## src/rtl/sha3_core_arbiter.sv

```systemverilog
// Round-robin arbiter sharing one SHA-3 core between two requesters: streams the
// owner's message into the core, returns the digest, then clears the core.
//
// state     | meaning
// ----------+-------------------------------------------------------------
// CLEAR     | core_rst held high for RST_CYCLES cycles
// IDLE      | waiting for a requester; grants round-robin
// STREAM    | owner's words forwarded to the core until the last word
// WAIT_HASH | waiting for core_out_ready, bounded by the watchdog
// DELIVER   | digest offered to the owner until res_ready
module sha3_core_arbiter #(
  parameter int RST_CYCLES     = 4,
  parameter int TIMEOUT_CYCLES = 4096
) (
  input  logic             clk,
  input  logic             reset,
  input  logic [1:0]       req_valid,
  input  logic [1:0][31:0] req_data,
  input  logic [1:0]       req_last,
  input  logic [1:0][1:0]  req_byte_num,
  output logic [1:0]       req_ready,
  output logic [1:0]       res_valid,
  output logic [511:0]     res_data,
  input  logic [1:0]       res_ready,
  output logic             core_rst,
  output logic [31:0]      core_in,
  output logic             core_in_ready,
  output logic             core_is_last,
  output logic [1:0]       core_byte_num,
  input  logic             core_buffer_full,
  input  logic [511:0]     core_out,
  input  logic             core_out_ready,
  output logic             busy,
  output logic             timeout_err
);

  localparam logic [2:0] ST_CLEAR   = 3'd0;
  localparam logic [2:0] ST_IDLE    = 3'd1;
  localparam logic [2:0] ST_STREAM  = 3'd2;
  localparam logic [2:0] ST_WAIT    = 3'd3;
  localparam logic [2:0] ST_DELIVER = 3'd4;

  localparam int RC_W = (RST_CYCLES > 1) ? $clog2(RST_CYCLES) : 1;
  localparam int WD_W = (TIMEOUT_CYCLES > 1) ? $clog2(TIMEOUT_CYCLES) : 1;
  localparam logic [RC_W-1:0] RC_LAST = RC_W'(RST_CYCLES - 1);
  localparam logic [WD_W-1:0] WD_LAST = WD_W'(TIMEOUT_CYCLES - 1);

  logic [2:0]      state_q, state_d;
  logic [RC_W-1:0] rst_cnt_q, rst_cnt_d;
  logic [WD_W-1:0] wd_cnt_q, wd_cnt_d;
  logic            owner_q, owner_d;
  logic            last_grant_q, last_grant_d;
  logic [511:0]    res_data_q, res_data_d;
  logic            timeout_err_q, timeout_err_d;

  always_comb begin
    state_d       = state_q;
    rst_cnt_d     = rst_cnt_q;
    wd_cnt_d      = wd_cnt_q;
    owner_d       = owner_q;
    last_grant_d  = last_grant_q;
    res_data_d    = res_data_q;
    timeout_err_d = timeout_err_q;

    core_rst      = 1'b0;
    core_in       = 32'd0;
    core_in_ready = 1'b0;
    core_is_last  = 1'b0;
    core_byte_num = 2'd0;
    req_ready     = 2'b00;
    res_valid     = 2'b00;

    case (state_q)
      ST_CLEAR: begin
        core_rst = 1'b1;
        if (rst_cnt_q == RC_LAST) begin
          rst_cnt_d = '0;
          state_d   = ST_IDLE;
        end else begin
          rst_cnt_d = rst_cnt_q + 1'b1;
        end
      end

      ST_IDLE: begin
        // On contention the requester that did not win last time gets the core.
        if (req_valid != 2'b00) begin
          if (req_valid == 2'b11) begin
            owner_d = ~last_grant_q;
          end else begin
            owner_d = req_valid[1];
          end
          last_grant_d = owner_d;
          state_d      = ST_STREAM;
        end
      end

      ST_STREAM: begin
        core_in_ready = req_valid[owner_q] & ~core_buffer_full;
        if (core_in_ready) begin
          core_in            = req_data[owner_q];
          core_is_last       = req_last[owner_q];
          core_byte_num      = req_byte_num[owner_q];
          req_ready[owner_q] = 1'b1;
          if (req_last[owner_q]) begin
            wd_cnt_d = '0;
            state_d  = ST_WAIT;
          end
        end
      end

      ST_WAIT: begin
        // A digest arriving on the watchdog's final cycle still gets delivered.
        if (core_out_ready) begin
          res_data_d = core_out;
          state_d    = ST_DELIVER;
        end else if (wd_cnt_q == WD_LAST) begin
          timeout_err_d = 1'b1;
          rst_cnt_d     = '0;
          state_d       = ST_CLEAR;
        end else begin
          wd_cnt_d = wd_cnt_q + 1'b1;
        end
      end

      ST_DELIVER: begin
        res_valid[owner_q] = 1'b1;
        if (res_ready[owner_q]) begin
          rst_cnt_d = '0;
          state_d   = ST_CLEAR;
        end
      end

      default: begin
        rst_cnt_d = '0;
        state_d   = ST_CLEAR;
      end
    endcase
  end

  always_ff @(posedge clk or negedge reset) begin
    if (!reset) begin
      state_q       <= ST_CLEAR;
      rst_cnt_q     <= '0;
      wd_cnt_q      <= '0;
      owner_q       <= 1'b0;
      last_grant_q  <= 1'b1;
      res_data_q    <= '0;
      timeout_err_q <= 1'b0;
    end else begin
      state_q       <= state_d;
      rst_cnt_q     <= rst_cnt_d;
      wd_cnt_q      <= wd_cnt_d;
      owner_q       <= owner_d;
      last_grant_q  <= last_grant_d;
      res_data_q    <= res_data_d;
      timeout_err_q <= timeout_err_d;
    end
  end

  assign res_data    = res_data_q;
  assign timeout_err = timeout_err_q;
  assign busy        = (state_q != ST_IDLE);

endmodule

```

## config.mk

```make
export PLATFORM = sky130hd
export DESIGN_NAME = sha3_core_arbiter
export DESIGN_NICKNAME = d
export VERILOG_FILES = /design/src/rtl/sha3_core_arbiter.sv
export SDC_FILE = /design/constraint.sdc
export NUM_CORES = 1
export LEC_CHECK = 0
export ABC_AREA = 1
export CAP_MARGIN = 10
export CORE_AREA = 2 2 444 446
export DETAILED_ROUTE_END_ITERATION = 16
export DIE_AREA = 0 0 446 448
export PLACE_DENSITY = 0.37
export SYNTH_ARGS = -nofsm -noshare
export SYNTH_HDL_FRONTEND = slang
export SYNTH_SLANG_ARGS = --single-unit
```

## constraint.sdc

```tcl
create_clock -name clk -period 3.7 [get_ports clk]
set_input_delay 0.555 -clock clk [delete_from_list [all_inputs] [get_ports clk]]
set_output_delay 0.555 -clock clk [all_outputs]
set_load 0.005 [all_outputs]
```

After elaboration in Yosys (flattened, before gate mapping)
Index checks and enable logic that the tools add are counted.
Widths: inputs -> output; s select.
{"block": "word_totals", "reg_bits": 532, "inputBits": 590, "out_inout_bits": 555, "elab_cells": 86}
{"block": "op_classes", "n_addsub": 2, "magnitude_cmp": 2, "n_eq_ne": 17, "muxes": 42, "n_bitwise": 5, "n_reduce_logical": 11}
{"cell": "$mux 32", "count": 4}
{"cell": "$mux 12", "count": 4}
{"cell": "$pmux 12 s2", "count": 1}
{"cell": "$mux 2", "count": 11}
{"cell": "$mux 3", "count": 7}
{"cell": "$ne 2x2->1 const B", "count": 8}
{"cell": "$pmux 3 s5", "count": 1}
{"cell": "$add 12x1->12 const B", "count": 1}
{"cell": "$eq 12x12->1 const B", "count": 1}
{"cell": "$mux 1", "count": 12}
{"cell": "$pmux 2 s4", "count": 1}
{"cell": "$eq 3x2->1 const B", "count": 2}
{"cell": "$reduce_and 6->1", "count": 1}
{"cell": "$reduce_and 5->1", "count": 1}
{"cell": "$eq 2x2->1 const B", "count": 2}
{"cell": "$not 1->1", "count": 4}
{"cell": "$reduce_and 2->1", "count": 2}
{"cell": "$reduce_and 4->1", "count": 1}
{"cell": "$reduce_bool 2->1", "count": 2}
{"cell": "$eq 3x1->1 const B", "count": 1}
{"cell": "$eq 3x3->1 const B", "count": 1}
{"cell": "$logic_not 3->1", "count": 1}
{"cell": "$ne 3x1->1 const B", "count": 1}
{"cell": "$ne 3x3->1 const B", "count": 1}
{"cell": "other kinds (8)", "count": 8}

Logic depth before layout (Yosys ltp)
Gate-level depths: netlist of run 1.
{"block": "depth", "word_depth": 6, "depth_mapped": 10, "depth_no_buf": 9}

Worst setup path after synthesis of run 1
Ideal clock, no wire load.
{"block": "synth_timing", "kind": "input to output", "startpoint": "input req_valid[0]", "endpoint": "output core_in[0]", "arrival_time_ns": 1.345, "required_time_ns": 3.145, "path_slack_ns": 1.800, "stages": 7, "n_path_buf": 1, "path_cell_list": "inv_1 nand2_1 nand3_4 nor3_4 buf_2 nand2_1 nand2_1"}
{"block": "synth_between", "elab_chain_len": 5}
{"element": "from (decl)", "line_no": "17", "text": "input logic [1:0] req_valid,"}
{"element": "$mux 1 (implied by the code) (2 in a row)", "line_no": "98", "text": "core_in_ready = req_valid[owner_q] & ~core_buffer_full;"}
{"element": "$and 1x1->1", "line_no": "98"}
{"element": "$mux 32", "line_no": "99", "text": "if (core_in_ready) begin"}
{"element": "$mux 32", "line_no": "73", "text": "case (state_q)"}
{"element": "to (decl)", "line_no": "26", "text": "output logic [31:0] core_in,"}
No other way between the ends. The select of a mux whose other input is x is not followed.

Worst setup path after layout of run 1
{"block": "layout_timing", "startpoint": "register owner_q", "endpoint": "output core_in[2]"}
{"block": "layout_between", "elab_chain_len": 5, "word_cells_on_any_way": 7, "classes_between": "mux (6); bitwise (1)"}
{"element": "from (decl)", "line_no": "51", "text": "logic owner_q, owner_d;"}
{"element": "from (signal assigned)", "line_no": "153", "text": "owner_q <= owner_d;"}
{"element": "$mux 1 (implied by the code) (2 in a row)", "line_no": "98"}
{"element": "$and 1x1->1", "line_no": "98"}
{"element": "$mux 32 (*)", "line_no": "99"}
{"element": "$mux 32 (*)", "line_no": "73"}
Every way passes the cells marked *; elsewhere a longest branch is shown, timed or not. The select of a mux whose other input is x is not followed.

==> results of run 1 <==
## logic make-up after synthesis
group / Yosys count / synth area share, %
XOR/XNOR: 4 / 0.167
AND/OR/NAND/NOR: 1767 / 32.2
adder cells (fa/ha/maj): 2 / 0.120
buffers and inverters: 148 / 3.68
flip-flops: 532 / 63.6
AO/OA/AOI/OAI: 7 / 0.209
## worst paths after layout
check | start | endpoint | cells past startpoint
min in group asynchronous | reset | res_data[43] | 2
max in group asynchronous | reset | res_data[14] | 3
hold reg to reg | res_data[38] | res_data[38] | 2
hold / removal | core_out[427] | res_data[427] | 3
setup reg to reg | state_q[2] | res_data[66] | 8
setup / recovery | owner_q | core_in[2] | 8
## where the power goes
group	switching (mW)	leakage, nW	internal, mW	total (mW)
clock network	3.08	1.26	4.52	7.60
registers	1.50	6.72	8.38	9.88
logic	5.29	9.64	6.13	11.4
total	9.88	17.6	19.0	28.9
## registers in the layout, summed over array words and instances (netlist names)
signal        count
res_data        512
wd_cnt_q         12
state_q           3
rst_cnt_q         2
last_grant_q      1
owner_q           1
timeout_err       1
## placed cells by master (no fill, tap or decap), types with 14 or more instances in the layout
cell,netlist,final
buf_4,26,28
inv_1,19,19
clkdlybuf4s50_1,0,1143
clkbuf_16,0,80
nand2_1,1713,1713
nor2_1,22,22
buf_12,0,14
clkinv_2,0,17
clkbuf_1,4,16
dfrtp_1,531,531
clkbuf_8,0,14
## through the flow
step	hold slack, ns	utilization [%]	area, sq um	worst slack (ns)	power [mW]
2_1_floorplan	0.259	-	20900	1.80	13.2
3_3_place_gp	0.460	18.2	35400	0.660	21.7
3_5_place_dp	0.464	18.2	35400	0.630	21.6
4_1_cts	0.292	19.5	38000	0.235	29.7
5_1_grt	0.336	19.5	38000	0.117	31.0
6_report	0.395	19.5	38000	0.325	28.9
## final cells by class
cell class              count  area (sq um)  share of cell area, %
clock inverters            29           294                  0.774
flip-flops and latches    532         13300                   35.1
multi-input cells        1780          6840                   18.0
diodes                     12          30.0                 0.0791
repair buffers           1187         12000                   31.5
well taps                2542          3180                   8.37
inverters                  27           118                  0.310
clock buffers             110          2250                   5.94
## worst max-delay path, stage by stage, from the launching register on
cell and delay (ns):
dfrtp_1 0.54, inv_2 0.13, nand2_1 0.13, nand3_4 0.12, nor3_4 0.12, buf_4 0.36
nand2_1 0.11, nand2_1 0.09, clkdlybuf4s50_1 0.51
## routing by layer
metal  wire length (um)  GRT usage (%)  share of wire, %  up-vias
met4               4320           5.36               3.5        6
met3              11300           4.71               9.1      186
li1                   -              -                 -     9734
met2              59400           19.4                48      767
met5                 35              0             0.028        -
met1              49700           14.0                40     9671
==> results.md, run 1 <==
Logic synthesis:
- Summing the sequential cell areas from Yosys gives 63.6% of the chip area.
- For this run, asynchronously set or reset flops after synthesis account for 100%.
- After synthesis the cells add up to 20,900 sq um.
- Counting flops with a built-in enable in the synthesized netlist gives 0.
- The synthesized design spends more area on one cell type than any other, namely dfrtp_1.
- The Yosys step of the flow raised 0 warnings.
- The synthesized flop and latch total is 532.
- Sorting the synthesized cells by how often they occur yields nand2_1, dfrtp_1, buf_2, buf_4, nor2_1.
- The portion of synthesized cell area occupied by the leading cell type is 63.5%.
- The average instance in the mapped netlist occupies 8.50 sq um.
- The netlist uses 28 different library cells.
- By area the synthesized netlist is led by dfrtp_1, nand2_1, buf_2.
- Among all flip-flop cells after synthesis, the most frequent one is dfrtp_1.
- The synthesized net count is 3,052.
- The post-synthesis instance total is 2,460.
- Among all cell types in the netlist, the one instantiated most often is nand2_1.

Worst setup path:
- Data on the critical path is required at its endpoint by 3.14 ns.
- The largest fanout on the critical path is 35.
- The critical setup path kind is register to output port.
- Setup slack on the worst reg-to-reg path comes out at 1.70 ns.
- The nature of the critical path startpoint is a register.
- STA classifies the critical path endpoint as an output port.
- At the worst endpoint, the arrival time is 2.82 ns.

Timing:
- The final-layout setup total negative slack is 0 ns.
- Setup repair after global routing left no endpoint under its margin.
- For the pin with the worst max-slew slack, the measured transition is 1.09 ns.
- For this run, the top clock speed supported by timing is 0.296 GHz.
- The worst setup skew after layout is 0.0221 ns.
- The headroom to the max-slew limit is 27.1%.
- The max-slew violation count is 0.
- The number of endpoints with negative hold slack in the final report came to 0.
- Of the available clock period, the critical path in the final layout requires 91.2%.
- Setup violations remaining at the end of the flow were counted as 0.
- The worst path needs 3.37 ns of the cycle, external delays included.

CTS:
- Counting along the longest clock path gives a buffer depth of 3.
- CTS saw 532 sinks.
- The TritonCTS clock tree is built.
- The H-tree generated during clock tree synthesis spans 3 levels.
- Clock latency on the worst-skew pair, taken at its later pin, is 0.68 ns.
- The CTS buffer count is 77.
- The clock-pin slew on the worst setup and hold paths is 0.05 ns.
- The total of hold buffers inserted after clock tree synthesis is 1.
- The number of resized instances in the post-cts repair step is 0.
- The post-CTS setup repair buffer count is 0.
- The cell at the root of the clock tree is clkbuf_16.

Die:
- The number of ports placed on the die boundary is 1,145.
- The starting utilization of the core area is 10.8%.
- The floorplan step defined a die boundary enclosing 200,000 sq um.
- The core outline area is 195,000 sq um.
- The site row count is 162.
- Measured along the x axis, the die boundary spans 446 um.
- The die is 448 um tall.

Run status:
- The run finished with clean final reports.

Drt:
- In this run the remaining antenna-violating nets after routing total 0.
- The average wire per standard cell is 20.1 um.
- The routed layout has 20,364 vias.
- Using the TritonRoute via totals, the vias-per-cell ratio works out to 3.27.
- The violation count after the first detailed-routing iteration is 1,209.
- The routed design has 125 mm of wire.
- After detailed routing, the number of remaining DRC violations is 0.
- The first TritonRoute pass finished after 5 iterations.

Final layout:
- Relative to the synthesized area, the layout overhead comes to 81.6%.
- In the final layout, the share of cells above drive strength 1 is 5.05%.
- The final standard cell count with taps included and fillers excluded is 6,219.
- After filler insertion, the fill cell instance count of the layout stands at 21,647.
- The number of nets in the finished design is 4,197.

Placement:
- Once placement completed, the tool counted placed cells totaling 6,067.
- Port buffering added 1,144 buffers.
- The last weighted congestion value of the routability-driven placer is 0.916.
- The detailed placement HPWL is 97.0 mm.

GRT:
- Global routing used 12.0% of the available tracks across all layers.
- The number of global-route vias before repair is 20,804.
- The pin count of the biggest net entering global routing is 147.
- After global routing the overflow that remains totals 0.
- The global-route wire length before repair is 169 mm.
- The initial antenna violation count is 41.

Power and ir drop:
- The largest vdd supply drop is 0.335 mV.
- The power per unit of standard cell area is 761 nW/um^2.
- The standby leakage power is 17.6 nW.

Worst hold path:
- The class of the most critical hold timing path is input port to register.

Flow run:
- Across the run, the number of max-cap violations was 0.
(Power assumes the default switching activity.)
==> inputs of run 2 (changes only) <==
--- a/config.mk
+++ b/config.mk
@@ -6,7 +6,6 @@
 export NUM_CORES = 1
 export LEC_CHECK = 0
 export ABC_AREA = 1
-export CAP_MARGIN = 10
 export CORE_AREA = 2 2 444 446
 export DETAILED_ROUTE_END_ITERATION = 16
 export DIE_AREA = 0 0 446 448
==> results of run 2 <==
The final DEF is identical to that of run 1; final timing and power are the same.
==> inputs of run 3 (changes only) <==
--- a/config.mk
+++ b/config.mk
@@ -10,6 +10,7 @@
 export DETAILED_ROUTE_END_ITERATION = 16
 export DIE_AREA = 0 0 446 448
 export PLACE_DENSITY = 0.37
+export SKIP_LAST_GASP = 1
 export SYNTH_ARGS = -nofsm -noshare
 export SYNTH_HDL_FRONTEND = slang
 export SYNTH_SLANG_ARGS = --single-unit
==> results of run 3 <==
The final DEF is identical to that of run 1; final timing and power are the same.
